## config.mk

```make
export PLATFORM = sky130hd
export DESIGN_NAME = vga_sync_decoder
export DESIGN_NICKNAME = d
export VERILOG_FILES = /design/src/rtl/vga_sync_decoder.sv
export SDC_FILE = /design/constraint.sdc
export NUM_CORES = 1
export LEC_CHECK = 0
export ABC_AREA = 0
export BUFFER_PORTS_ARGS = -buffer_cell sky130_fd_sc_hd__clkbuf_2
export CELL_PAD_IN_SITES_DETAIL_PLACEMENT = 2
export CELL_PAD_IN_SITES_GLOBAL_PLACEMENT = 2
export CORE_MARGIN = 5
export CORE_UTILIZATION = 35
export CTS_BUF_LIST = sky130_fd_sc_hd__clkbuf_4 sky130_fd_sc_hd__clkbuf_8 sky130_fd_sc_hd__clkbuf_16
export DETAILED_ROUTE_END_ITERATION = 16
export MAX_ROUTING_LAYER = met4
export PLACE_DENSITY_LB_ADDON = 0.1
export SLEW_MARGIN = 30
export SYNTH_ARGS = -nofsm -noshare
export SYNTH_HDL_FRONTEND = slang
export SYNTH_SLANG_ARGS = --single-unit
```

## constraint.sdc

```tcl
create_clock -name CLK -period 4.1 [get_ports CLK]
set_input_delay 0.82 -clock CLK [delete_from_list [all_inputs] [get_ports CLK]]
set_output_delay 0.82 -clock CLK [all_outputs]
set_load 0.05 [all_outputs]
```

## src/rtl/vga_sync_decoder.sv

```systemverilog
`default_nettype none
// ============================================================================
// Module      : vga_sync_decoder
// Description : Recovers pixel coordinates from a VGA-style HSYNC/VSYNC/IMG
//               stream, registers the colour, and tracks timing lock.
//               Optional macro VGA_DEC_MEASURE_EN adds h_total/v_total
//               period measurement (tied to 0 when undefined).
// Revision    : 1.0 - initial release
// ============================================================================
module vga_sync_decoder #(
  parameter int H_ACTIVE    = 640,
  parameter int V_ACTIVE    = 480,
  parameter int LOCK_FRAMES = 2
) (
  input  logic       CLK,
  input  logic       reset,
  input  logic       HSYNC,
  input  logic       VSYNC,
  input  logic       IMG,
  input  logic [7:0] r_in,
  input  logic [7:0] g_in,
  input  logic [7:0] b_in,
  output logic [7:0] r_out,
  output logic [7:0] g_out,
  output logic [7:0] b_out,
  output logic [9:0] X,
  output logic [8:0] Y,
  output logic       pix_valid,
  output logic       line_start,
  output logic       frame_start,
  output logic       locked,
  output logic       sync_err,
  output logic [9:0] h_total,
  output logic [9:0] v_total
);

  localparam logic [9:0] c_h_active    = 10'(H_ACTIVE);
  localparam logic [8:0] c_v_active    = 9'(V_ACTIVE);
  localparam logic [2:0] c_lock_frames = 3'(LOCK_FRAMES);
  localparam logic [9:0] c_col_max     = 10'h3FF;
  localparam logic [8:0] c_row_max     = 9'h1FF;

  typedef enum logic [1:0] {
    ST_UNLOCKED = 2'd0,
    ST_MEASURE  = 2'd1,
    ST_LOCKED   = 2'd2
  } state_t;

  state_t     r_state;
  state_t     w_state_next;
  logic       r_hs;
  logic       r_hs_prev;
  logic       r_vs;
  logic       r_vs_prev;
  logic [9:0] r_col;
  logic [8:0] r_row;
  logic       r_frame_bad;
  logic [2:0] r_good_cnt;
  logic [2:0] w_good_next;
  logic [2:0] w_good_inc;
  logic       w_err;
  logic       w_h_edge;
  logic       w_v_edge;
  logic       w_line_active;
  logic       w_line_bad;
  logic [9:0] w_col_base;
  logic [8:0] w_row_closed;
  logic       w_frame_bad;

  // Reset values of 0 on both stages mean no edge can appear on the first
  // cycle after reset, whatever level the sync lines sit at.
  assign w_h_edge      = r_hs_prev & ~r_hs;
  assign w_v_edge      = r_vs_prev & ~r_vs;
  // A line with no IMG cycles is blanking and is never judged.
  assign w_line_active = (r_col != 10'd0);
  assign w_line_bad    = w_line_active && (r_col != c_h_active);
  // An IMG cycle that coincides with the HSYNC edge belongs to the new line.
  assign w_col_base    = w_h_edge ? 10'd0 : r_col;
  // Row count with the closing line included, so coincident edges close
  // the line before the frame.
  assign w_row_closed  = (w_h_edge && w_line_active && (r_row != c_row_max)) ?
                         r_row + 9'd1 : r_row;
  assign w_frame_bad   = r_frame_bad || (w_h_edge && w_line_bad) ||
                         (w_row_closed != c_v_active);
  assign w_good_inc    = r_good_cnt + 3'd1;
  assign locked        = (r_state == ST_LOCKED);

  // Sync input registers and previous-value stage for edge detection.
  always_ff @(posedge CLK or negedge reset) begin
    if (!reset) begin
      r_hs      <= 1'b0;
      r_hs_prev <= 1'b0;
      r_vs      <= 1'b0;
      r_vs_prev <= 1'b0;
    end else begin
      r_hs      <= HSYNC;
      r_hs_prev <= r_hs;
      r_vs      <= VSYNC;
      r_vs_prev <= r_vs;
    end
  end

  // Column/row counters and the per-frame bad-line flag.
  always_ff @(posedge CLK or negedge reset) begin
    if (!reset) begin
      r_col       <= 10'd0;
      r_row       <= 9'd0;
      r_frame_bad <= 1'b0;
    end else begin
      r_col <= (IMG && (w_col_base != c_col_max)) ? w_col_base + 10'd1 : w_col_base;
      if (w_v_edge) begin
        r_row       <= 9'd0;
        r_frame_bad <= 1'b0;
      end else begin
        r_row <= w_row_closed;
        if (w_h_edge && w_line_bad) begin
          r_frame_bad <= 1'b1;
        end
      end
    end
  end

  // Pixel outputs and one-cycle pulses, one cycle after sampling.
  always_ff @(posedge CLK or negedge reset) begin
    if (!reset) begin
      X           <= 10'd0;
      Y           <= 9'd0;
      pix_valid   <= 1'b0;
      r_out       <= 8'd0;
      g_out       <= 8'd0;
      b_out       <= 8'd0;
      line_start  <= 1'b0;
      frame_start <= 1'b0;
      sync_err    <= 1'b0;
    end else begin
      X           <= w_col_base;
      Y           <= w_v_edge ? 9'd0 : r_row;
      pix_valid   <= IMG;
      r_out       <= IMG ? r_in : 8'd0;
      g_out       <= IMG ? g_in : 8'd0;
      b_out       <= IMG ? b_in : 8'd0;
      line_start  <= w_h_edge;
      frame_start <= w_v_edge;
      sync_err    <= w_err;
    end
  end

  // Lock FSM state and good-frame counter registers.
  always_ff @(posedge CLK or negedge reset) begin
    if (!reset) begin
      r_state    <= ST_UNLOCKED;
      r_good_cnt <= 3'd0;
    end else begin
      r_state    <= w_state_next;
      r_good_cnt <= w_good_next;
    end
  end

  // Lock FSM next-state logic.
  always_comb begin
    w_state_next = r_state;
    w_good_next  = r_good_cnt;
    w_err        = 1'b0;
    case (r_state)
      ST_UNLOCKED: begin
        if (w_v_edge) begin
          w_state_next = ST_MEASURE;
          w_good_next  = 3'd0;
        end
      end
      ST_MEASURE: begin
        if (w_v_edge) begin
          if (w_frame_bad) begin
            w_good_next = 3'd0;
          end else begin
            w_good_next = w_good_inc;
            if (w_good_inc >= c_lock_frames) begin
              w_state_next = ST_LOCKED;
            end
          end
        end
      end
      ST_LOCKED: begin
        if ((w_h_edge && w_line_bad) || (w_v_edge && w_frame_bad)) begin
          w_state_next = ST_UNLOCKED;
          w_good_next  = 3'd0;
          w_err        = 1'b1;
        end
      end
      default: begin
        w_state_next = ST_UNLOCKED;
        w_good_next  = 3'd0;
      end
    endcase
  end

`ifdef VGA_DEC_MEASURE_EN
  logic [9:0] r_hcnt;
  logic [9:0] r_vcnt;
  logic       r_h_seen;
  logic       r_v_seen;
  logic [9:0] w_vcnt_closed;

  // The HSYNC edge coinciding with VSYNC closes the frame's last line.
  assign w_vcnt_closed = (w_h_edge && (r_vcnt != c_col_max)) ? r_vcnt + 10'd1 : r_vcnt;

  // Period measurement; totals only update once a previous edge exists.
  always_ff @(posedge CLK or negedge reset) begin
    if (!reset) begin
      r_hcnt   <= 10'd0;
      r_vcnt   <= 10'd0;
      r_h_seen <= 1'b0;
      r_v_seen <= 1'b0;
      h_total  <= 10'd0;
      v_total  <= 10'd0;
    end else begin
      if (w_h_edge) begin
        r_hcnt   <= 10'd1;
        r_h_seen <= 1'b1;
        if (r_h_seen) begin
          h_total <= r_hcnt;
        end
      end else if (r_hcnt != c_col_max) begin
        r_hcnt <= r_hcnt + 10'd1;
      end
      if (w_v_edge) begin
        r_vcnt   <= 10'd0;
        r_v_seen <= 1'b1;
        if (r_v_seen) begin
          v_total <= w_vcnt_closed;
        end
      end else begin
        r_vcnt <= w_vcnt_closed;
      end
    end
  end
`else
  assign h_total = 10'd0;
  assign v_total = 10'd0;
`endif

endmodule
`default_nettype wire

```

==> results of run 1 <==
[layer usage]
metal / vias up / share of wire (%) / global-route usage [%] / routed length, um
met2: 51 / 52 / 24.75 / 3848
li1: 1014 / - / - / -
met1: 1124 / 42 / 15.82 / 3078
met3: 12 / 5.2 / 4.068 / 381
met5: - / 0 / - / 0
met4: 0 / 1.2 / 4.995 / 90
[area by class of cell]
cell class                      count  share of cell area, %
Inverter                            4                 0.3892
Clock buffer                       12                  4.119
Multi-Input combinational cell    185                  30.94
Tap cell                          111                  3.600
Sequential cell                    76                  49.30
Clock inverter                      4                  1.233
Timing Repair Buffer               78                  10.41
[power by group through the flow]
| stage | registers [W] | logic, W | clock network, W |
|---|---|---|---|
| detailed placement | 0.000873 | 0.000365 | 0 |
| global route | 0.000868 | 0.000390 | 0.000649 |
| floorplan | 0.000977 | 0.000170 | 0 |
| CTS | 0.000859 | 0.000367 | 0.000607 |
| finish | 0.000857 | 0.000360 | 0.000589 |
| global placement | 0.000867 | 0.000358 | 0 |
[how the worst min path moves through the flow]
stage	slack, ps	start	end
6_report	380	r_hs	r_hs_prev
5_1_grt	410	r_hs	r_hs_prev
4_1_cts	390	r_hs	r_hs_prev
3_5_place_dp	370	r_hs	r_hs_prev
3_3_place_gp	350	r_hs	r_hs_prev
2_1_floorplan	350	r_hs	r_hs_prev
[stage by stage]
step / hold WS (ps) / util, % / cell area [sq um] / setup WS, ps / cells
after floorplan: 345.6 / - / 3306 / 1860 / 295
after global placement: 349.9 / 40.01 / 3645 / 1438 / 454
after detailed placement: 372.4 / 40.01 / 3645 / 1324 / 454
after CTS: 386.6 / 42.28 / 3851 / 1288 / 470
after global routing: 406.2 / 42.35 / 3857 / 1140 / 470
final: 379.0 / 42.35 / 3857 / 1306 / 470
[logic make-up (layout without fill, tap and decap cells)]
group / after synthesis / in the layout / share of synthesized area (%)
multiplexers: 6 / 6 / 2.012
XOR/XNOR: 19 / 19 / 5.145
adder cells (fa/ha/maj): 5 / 5 / 1.934
buffers and inverters: 34 / 98 / 6.576
AND/OR/NAND/NOR: 121 / 121 / 21.86
AO/OA/AOI/OAI: 14 / 14 / 3.559
flip-flops: 76 / 76 / 58.80
other: 1 / 20 / 0.1159
[worst register-to-register path, cell delays in order, from the launching register on]
cell	delay (ps)
dfrtp_1	450
ha_1	320
nand3_1	110
nor2_1	50
ha_1	180
a311oi_2	470
buf_4	250
nand2b_1	140
mux2i_2	310
nand3_2	200
o21a_1	220
[cell usage after synthesis (all sizes together) (2+ instances only)]
library cell / n / area (sq um)
and3: 3 / 20.02
nor3b: 3 / 22.52
nand3: 11 / 60.06
nor2: 22 / 85.09
inv: 4 / 15.01
o21ai: 5 / 28.78
ha: 5 / 62.56
nand2b: 2 / 12.51
xor2: 7 / 61.31
nand2: 15 / 56.30
or2: 2 / 12.51
mux2i: 5 / 53.80
xnor2: 12 / 105.1
nand4: 5 / 31.28
and2: 33 / 207.7
clkbuf: 7 / 26.28
nor4: 2 / 42.54
o21a: 3 / 22.52
nand3b: 2 / 15.01
dfrtp: 76 / 1902
nor3: 4 / 20.02
buf: 23 / 171.4
nor2b: 12 / 75.07
[cell usage in the layout, fill, tap and decap left out, types with 2 or more instances in the layout]
master,n
nand4_1,5
nand3_1,10
nor2b_1,11
or2_2,2
nor2_1,21
nand2b_1,2
clkbuf_8,11
conb_1,20
dfrtp_1,76
nor4_4,2
xor2_1,7
clkbuf_2,75
clkinv_2,2
nand3b_1,2
o21ai_0,2
nor3b_1,3
buf_4,2
ha_1,5
xnor2_1,12
inv_1,4
mux2i_1,4
o21ai_1,2
o21a_1,3
and3_1,2
and2_1,32
nor3_1,4
nand2_1,15
[state kept, by name, summed over array words and instances (netlist names), 2 cells and up]
signal,cells
X,10
Y,9
b_out,8
g_out,8
r_col,10
r_good_cnt,3
r_out,8
r_row,9
r_state,2
==> flow_metrics.py, run 1 <==
metrics = {
    "setup_path": {
        "regToRegStartpoint": "r_row[0]",
        "critPathLaunch": "r_row[0]",
        "critPathKind": "flip-flop to flip-flop",
        "cp_top_family": "compound AO/OA/AOI/OAI gates",
        "slowest_delay_ps": 470,
        "path_depth": 10,
        "r2r-end": "r_state[0]",
        "arrival_ps": 3030,
        "rr_worst_depth": 10,
        "setup.worst_path.end": "r_state[0]",
        "crit_path_end_kind": "flip-flop",
        "cp.required_ps": 4330,
        "start_kind": "flip-flop",
        "path_cells": "ha_1 -> nand3_1 -> nor2_1 -> ha_1 -> a311oi_2 -> buf_4 -> nand2b_1 -> mux2i_2 -> nand3_2 -> o21a_1",
        "r2r_slack_ps": 1310,
        "cp_max_fo": 6,
        "worst_path_most_repeated_cell": "ha_1",
        "critPathBufInv": 1,
        "crit_path_top_delay_cell": "a311oi_2",
    },
    "synth": {
        "ys.flop_type": "dfrtp_1",
        "yosysWarnings": 0,
        "synthArstFlopShare_pct": 100.0,
        "synth-edff-count": 0,
        "avgSynthCellArea_sq_um": 11.72,
        "synth-seq-cells": 76,
        "yosysUniqueCellTypes": 45,
        "netlist_area_sq_um": 3234,
        "netlist_instances": 276,
        "synth-seq-area-share_pct": 58.80,
    },
    "final_layout": {
        "syn2layout_area_growth_pct": 19.27,
        "diodes": 0,
        "multi_input_comb_area_sq_um": 1194,
        "nFillCells": 991,
        "seqCellArea_sq_um": 1902,
        "final_nets": 388,
        "drive_gt1_share_pct": 30.64,
    },
    "global_route": {
        "grt_max_degree": 77,
        "grt_first_pass_wirelength_um": 12510,
        "grt_overflow": 0,
        "grt_antenna_before_repair": 0,
        "grt_usage_pct": 14.32,
        "grt_pass1_vias": 2554,
    },
    "clock_tree": {
        "htreeDepth": 3,
        "clkSinkCount": 76,
        "clkTransAtPathRegs_ps": 80,
        "cts_hold_buf": 0,
        "cts_resized": 0,
        "cts_made_buffers": 9,
        "cts_tree": "built",
        "postCtsSetupBuffers": 0,
        "clock_path_buffers": 2,
        "cts_root_buffer": "clkbuf_8",
        "clock_latency_ps": 340,
    },
    "timing": {
        "fin_tns_setup_ps": 0,
        "fmax_ghz": 0.3579,
        "rsz0062_at_grt": "no",
        "worst_slew_pin_slew_ps": 688.3,
        "fin_crit_sh_pct": 68.16,
        "slew_headroom_pct": 54.12,
        "finalSetupViolCount": 0,
        "maxSlewViolCount": 0,
        "fin_crit_ps": 2794,
        "hold_viol_final": 0,
        "clock_skew_ps": 10.59,
    },
    "detailed_routing": {
        "ant_nets": 0,
        "via_per_inst": 4.683,
        "drt-total-wl_um": 7398,
        "drt_first_pass_iters": 4,
        "post_drt_wl_per_cell_um": 15.74,
        "drtIter0Drc": 64,
        "vias": 2201,
        "drc": 0,
    },
    "hold_path": {
        "whs_path_depth": 0,
        "hp-class": "flip-flop to flip-flop",
    },
    "die": {
        "initial_core_util_pct": 35.51,
        "die_y_um": 106.1,
        "core_sq_um": 9109,
        "chipWidth_um": 106.1,
        "ios": 97,
        "fp.dieArea_sq_um": 11260,
        "rows": 35,
    },
    "power": {
        "power_frac_seq_pct": 47.5,
        "p_leak_nw": 1.960,
        "power_density_nw_per_um2": 468.1,
        "comb_power_share_pct": 19.9,
        "power_switching_share_pct": 32.14,
        "clkPwrFrac_pct": 32.6,
        "p_sw_w": 0.0005803,
        "peakVddDrop_v": 0.0001924,
        "intPower_w": 0.001226,
        "power_w": 0.001806,
    },
    "placed_design": {
        "port_buffers": 76,
        "hpwlAfterDp_um": 5457,
        "gp_congestion": 0.8007,
    },
    "run": {
        "cap_violations": 0,
    },
    "outcome": {
        "status": "completed",
    },
}
(Power assumes the default switching activity.)
==> run 2: changes to the inputs <==
--- a/config.mk
+++ b/config.mk
@@ -10,7 +10,7 @@
 export CELL_PAD_IN_SITES_DETAIL_PLACEMENT = 2
 export CELL_PAD_IN_SITES_GLOBAL_PLACEMENT = 2
 export CORE_MARGIN = 5
-export CORE_UTILIZATION = 35
+export CORE_UTILIZATION = 29
 export CTS_BUF_LIST = sky130_fd_sc_hd__clkbuf_4 sky130_fd_sc_hd__clkbuf_8 sky130_fd_sc_hd__clkbuf_16
 export DETAILED_ROUTE_END_ITERATION = 16
 export MAX_ROUTING_LAYER = met4
==> constraint.sdc (replaced) <==
create_clock -name CLK -period 2.5 [get_ports CLK]
set_input_delay 0.5 -clock CLK [delete_from_list [all_inputs] [get_ports CLK]]
set_output_delay 0.5 -clock CLK [all_outputs]
set_load 0.05 [all_outputs]
==> flow_metrics.py, run 2 (synthesized netlist as in run 1, its figures left out) <==
metrics = {
    "final_layout": {
        "diodes": 0,
        "drive_gt1_share_pct": 33.15,
        "layout_common_cells": "dfrtp_1 (75), clkbuf_2 (75), and2_1 (32), nor2_1 (21), conb_1 (20)",
        "fin_util_pct": 36.93,
        "syn2layout_area_growth_pct": 24.33,
        "reg_top3": "X (10), r_col (10)",
        "final_cells": 511,
        "nFillCells": 1182,
        "final_nets": 400,
    },
    "power": {
        "peakVddDrop_v": 0.0003092,
        "comb_power_share_pct": 21.0,
        "power_frac_seq_pct": 46.3,
        "clkPwrFrac_pct": 32.7,
        "power_switching_share_pct": 32.08,
        "intPower_w": 0.002048,
        "p_sw_w": 0.0009676,
        "power_density_nw_per_um2": 750.0,
        "p_leak_nw": 2.029,
    },
    "timing": {
        "maxSlewViolCount": 0,
        "fin_crit_sh_pct": 94.40,
        "rsz0062_at_grt": "no",
        "fmax_ghz": 0.4237,
        "fin_tns_setup_ps": 0,
        "fin_crit_ps": 2360,
        "hold_viol_final": 0,
        "finalSetupViolCount": 0,
        "clock_skew_ps": 8.684,
    },
    "detailed_routing": {
        "vias": 2197,
        "drc": 0,
        "post_drt_wl_per_cell_um": 15.09,
        "ant_nets": 0,
        "drt_first_pass_iters": 4,
        "drt-total-wl_um": 7710,
        "via_per_inst": 4.299,
        "drtIter0Drc": 80,
    },
    "clock_tree": {
        "htreeDepth": 3,
        "cts_hold_buf": 0,
        "cts_root_buffer": "clkbuf_8",
        "cts_made_buffers": 9,
        "clock_path_buffers": 2,
        "clkTransAtPathRegs_ps": 80,
        "cts_tree": "built",
        "clkSinkCount": 76,
        "clock_latency_ps": 350,
    },
    "setup_path": {
        "cp_max_fo": 6,
        "path_cells": "and3_1 -> nand3_1 -> nor2_1 -> ha_1 -> a311oi_4 -> nand2b_1 -> mux2i_4 -> and4b_1 -> o2bb2a_4",
        "critPathKind": "flip-flop to flip-flop",
        "critPathBufInv": 0,
        "cp.required_ps": 2750,
        "crit_path_top_delay_cell": "dfrtp_1",
        "arrival_ps": 2610,
        "crit_path_end_kind": "flip-flop",
        "slowest_delay_ps": 440,
        "cp_top_family": "simple AND/OR/NAND/NOR gates",
        "start_kind": "flip-flop",
    },
    "placed_design": {
        "dpl.cell_count": 492,
        "gp_congestion": 0.7073,
        "port_buffers": 76,
        "hpwlAfterDp_um": 5732,
    },
    "outcome": {
        "status": "completed",
    },
    "global_route": {
        "grt_overflow": 0,
        "grt_usage_pct": 12.82,
        "grt_first_pass_wirelength_um": 12690,
        "use_met3_pct": 4.700,
        "grt_max_degree": 51,
        "grt_antenna_before_repair": 0,
        "use_met2_pct": 20.60,
        "grt_use_met1_pct": 14.82,
        "grt_pass1_vias": 2465,
        "busiest_layer": "met2",
    },
    "die": {
        "ios": 97,
        "die_y_um": 115.6,
        "rows": 38,
        "initial_core_util_pct": 29.71,
        "core_sq_um": 10890,
        "chipWidth_um": 115.6,
        "fp.dieArea_sq_um": 13360,
    },
    "run": {
        "cap_violations": 0,
    },
    "hold_path": {
        "hp-class": "primary input to async pin",
    },
}
-- run 2: cell count changes in the layout (fill, tap and decap cells not counted), sizes merged --
cell and delta:
buf +12, clkbuf +1, clkinv -2, clkinvlp +1
-- run 2: power by group through the flow --
stage | Combinational [W] | Clock, W | Sequential (W)
after CTS | 0.000616 | 0.00104 | 0.00140
after global placement | 0.000610 | 0 | 0.00142
after floorplan | 0.000279 | 0 | 0.00160
after detailed placement | 0.000612 | 0 | 0.00143
after global routing | 0.000684 | 0.00109 | 0.00141
final | 0.000634 | 0.000987 | 0.00140
-- run 2: worst paths after layout --
path	startpoint	end	slack, ps	cells after the start
setup / recovery	r_row[5]	r_state[1]	140	9
hold / removal	reset	frame_start	50	1
setup reg to reg	r_row[5]	r_state[1]	140	9
hold reg to reg	r_vs	r_vs_prev	370	0
max in group asynchronous	reset	r_row[0]	1850	2
min in group CLK	HSYNC	r_hs	250	1
-- run 2: final cells by class --
cell class              count  area (sq um)  share of cell area (%)
clock buffers              13         166.4                   4.138
multi-input cells         185          1216                   30.24
well taps                 140         175.2                   4.356
clock inverters             3         45.04                   1.120
flip-flops and latches     76          1903                   47.32
inverters                   4         15.01                  0.3734
repair buffers             90         500.5                   12.45
-- run 2: stage by stage --
stage | cell area, sq um | total power (W) | hold WS [ps] | worst slack [ps]
after floorplan | 3306 | 0.001881 | 204.4 | 259.7
after global placement | 3761 | 0.002030 | 354.4 | 204.6
after detailed placement | 3761 | 0.002040 | 360.6 | 96.47
after CTS | 3973 | 0.003054 | 43.29 | 31.31
after global routing | 4021 | 0.003182 | 65.16 | 2.435
final | 4021 | 0.003016 | 48.45 | 139.9
-- run 2: metal layers --
layer	share of wire [%]	up-vias
met5	0	-
met2	49	56
li1	-	1037
met4	1.5	0
met1	43	1092
met3	6.5	12
-- run 2: timing repair --
action                     in CTS  in global routing
setup endpoints to repair       0                  6
gates resized for setup         0                  4
setup buffers                   0                  3
hold endpoints to repair        0                  0
==> run 3: changes to the inputs <==
--- a/config.mk
+++ b/config.mk
@@ -7,14 +7,12 @@
 export LEC_CHECK = 0
 export ABC_AREA = 0
 export BUFFER_PORTS_ARGS = -buffer_cell sky130_fd_sc_hd__clkbuf_2
-export CELL_PAD_IN_SITES_DETAIL_PLACEMENT = 2
-export CELL_PAD_IN_SITES_GLOBAL_PLACEMENT = 2
 export CORE_MARGIN = 5
-export CORE_UTILIZATION = 29
+export CORE_UTILIZATION = 45
 export CTS_BUF_LIST = sky130_fd_sc_hd__clkbuf_4 sky130_fd_sc_hd__clkbuf_8 sky130_fd_sc_hd__clkbuf_16
 export DETAILED_ROUTE_END_ITERATION = 16
 export MAX_ROUTING_LAYER = met4
-export PLACE_DENSITY_LB_ADDON = 0.1
+export PLACE_DENSITY = 0.78
 export SLEW_MARGIN = 30
 export SYNTH_ARGS = -nofsm -noshare
 export SYNTH_HDL_FRONTEND = slang
==> flow_metrics.py, run 3 (synthesized netlist as in run 1, its figures left out) <==
metrics = {
    "global_route": {
        "grt_first_pass_wirelength_um": 9770,
        "grt_pass1_vias": 2153,
        "grt_overflow": 0,
        "grt_antenna_before_repair": 0,
        "grt_max_degree": 47,
        "grt_usage_pct": 14.58,
    },
    "timing": {
        "fin_tns_setup_ps": 0,
        "fmax_ghz": 0.4251,
        "fin_crit_ps": 2352,
        "hold_viol_final": 0,
        "rsz0062_at_grt": "no",
        "maxSlewViolCount": 0,
        "finalSetupViolCount": 0,
        "clock_skew_ps": 8.655,
        "whs_ps": 159.4,
        "worst_slew_pin_slew_ps": 574.9,
        "fin_crit_sh_pct": 94.09,
        "slew_headroom_pct": 61.67,
    },
    "clock_tree": {
        "clock_latency_ps": 340,
        "htreeDepth": 3,
        "cts_root_buffer": "clkbuf_8",
        "cts_tree": "built",
        "cts_hold_buf": 0,
        "clock_path_buffers": 2,
        "cts_made_buffers": 9,
        "clkSinkCount": 76,
        "clkTransAtPathRegs_ps": 80,
    },
    "outcome": {
        "status": "completed",
    },
    "setup_path": {
        "path_cells": "ha_2 -> nand3_1 -> nor2_1 -> ha_1 -> a311oi_2 -> buf_6 -> nand2b_1 -> mux2i_2 -> nand3_2 -> o21a_1",
        "r2r_slack_ps": 150,
        "slowest_delay_ps": 450,
        "r2r-end": "r_state[0]",
        "critPathLaunch": "r_row[0]",
        "crit_path_end_kind": "flip-flop",
        "rr_worst_depth": 10,
        "critPathKind": "flip-flop to flip-flop",
        "cp_max_fo": 11,
        "start_kind": "flip-flop",
        "cp.required_ps": 2730,
        "arrival_ps": 2590,
        "regToRegStartpoint": "r_row[0]",
        "setup.worst_path.end": "r_state[0]",
        "crit_path_top_delay_cell": "dfrtp_1",
    },
    "die": {
        "ios": 97,
        "chipWidth_um": 94.78,
        "initial_core_util_pct": 45.32,
        "fp.dieArea_sq_um": 8983,
        "core_sq_um": 7137,
        "die_y_um": 94.78,
        "rows": 31,
    },
    "detailed_routing": {
        "post_drt_wl_per_cell_um": 12.80,
        "drc": 0,
        "ant_nets": 0,
        "drtIter0Drc": 58,
        "drt-total-wl_um": 5912,
        "via_per_inst": 4.532,
        "drt_first_pass_iters": 4,
        "vias": 2094,
    },
    "power": {
        "peakVddDrop_v": 0.0004160,
        "p_leak_nw": 1.976,
        "power_density_nw_per_um2": 744.3,
    },
    "final_layout": {
        "layout_commonest_cell": "dfrtp_1",
        "final_nets": 393,
        "syn2layout_area_growth_pct": 19.85,
        "fin_util_pct": 54.31,
        "reg_top3": "X (10), r_col (10)",
        "diodes": 0,
        "drive_gt1_share_pct": 31.68,
        "stdcell_area_sq_um": 3876,
        "layout_common_cells": "dfrtp_1 (76), clkbuf_2 (75), and2_1 (32), nor2_1 (21), conb_1 (20)",
    },
    "placed_design": {
        "hpwlAfterDp_um": 4366,
        "port_buffers": 76,
        "placed_area_sq_um": 3680,
        "gp_congestion": 0.8021,
    },
    "hold_path": {
        "hp-class": "primary input to async pin",
    },
    "run": {
        "cap_violations": 0,
    },
}
==> run 3: cell count changes in the layout (fill, tap and decap cells not counted), moves of 2 or more <==
cell,change
buf_4,-8
clkbuf_4,-2
clkbuf_8,-2
clkinv_2,+2
==> run 3: worst min path at each step <==
stage,startpoint,end,cells past startpoint
final,reset,Y[0],1
after CTS,reset,g_out[7],1
after global placement,r_hs,r_hs_prev,0
after detailed placement,r_hs,r_hs_prev,0
after global routing,reset,g_out[7],1
after floorplan,reset,X[0],0
==> run 3: report_power, final <==
part	switching (W)	internal, W	total, W
clock	0.000437	0.000457	0.000894
sequential	0.0000734	0.00133	0.00140
combinational	0.000424	0.000167	0.000590
total	0.000934	0.00195	0.00288
==> run 3: worst max-delay path: cells and delay by family, from the launching register on <==
| kind | cells | cell delay, ps |
|---|---|---|
| adders and majority gates | 2 | 430 |
| AOI/OAI and AO/OA | 2 | 420 |
| buffers and inverters | 1 | 190 |
| and+or+nand+nor | 4 | 460 |
| muxes | 1 | 290 |
| DFF | 1 | 450 |
==> run 3: area by class of cell <==
| type | count | area, sq um |
|---|---|---|
| Fill cell | 645 | 3261 |
| Sequential cell | 76 | 1902 |
| Multi-Input combinational cell | 185 | 1195 |
| Timing Repair Buffer | 83 | 451.7 |
| Clock buffer | 9 | 123.9 |
| Tap cell | 99 | 123.9 |
| Clock inverter | 6 | 65.06 |
| Inverter | 4 | 15.01 |
==> run 3: timing repair <==
action | 4_1_cts | 5_1_grt
buffers inserted | 0 | 0
endpoints found under the setup margin | 0 | 4
gates resized for setup | 0 | 3
==> run 3: per-layer routing <==
layer | share of wire, % | vias to the layer above | GRT usage [%]
met3 | 4.2 | 11 | 3.347
met1 | 42 | 1007 | 16.41
li1 | - | 1028 | -
met2 | 52 | 48 | 24.31
met5 | 0 | - | -
met4 | 2.1 | 0 | 7.332
==> run 3: metrics by stage <==
stage | std cells | setup slack [ps] | power, W
3_5_place_dp | 447 | 82.91 | 0.002016
6_report | 462 | 147.6 | 0.002885
2_1_floorplan | 295 | 259.7 | 0.001881
3_3_place_gp | 447 | 176.4 | 0.001998
4_1_cts | 462 | 62.56 | 0.002917
5_1_grt | 462 | 9.330 | 0.003020
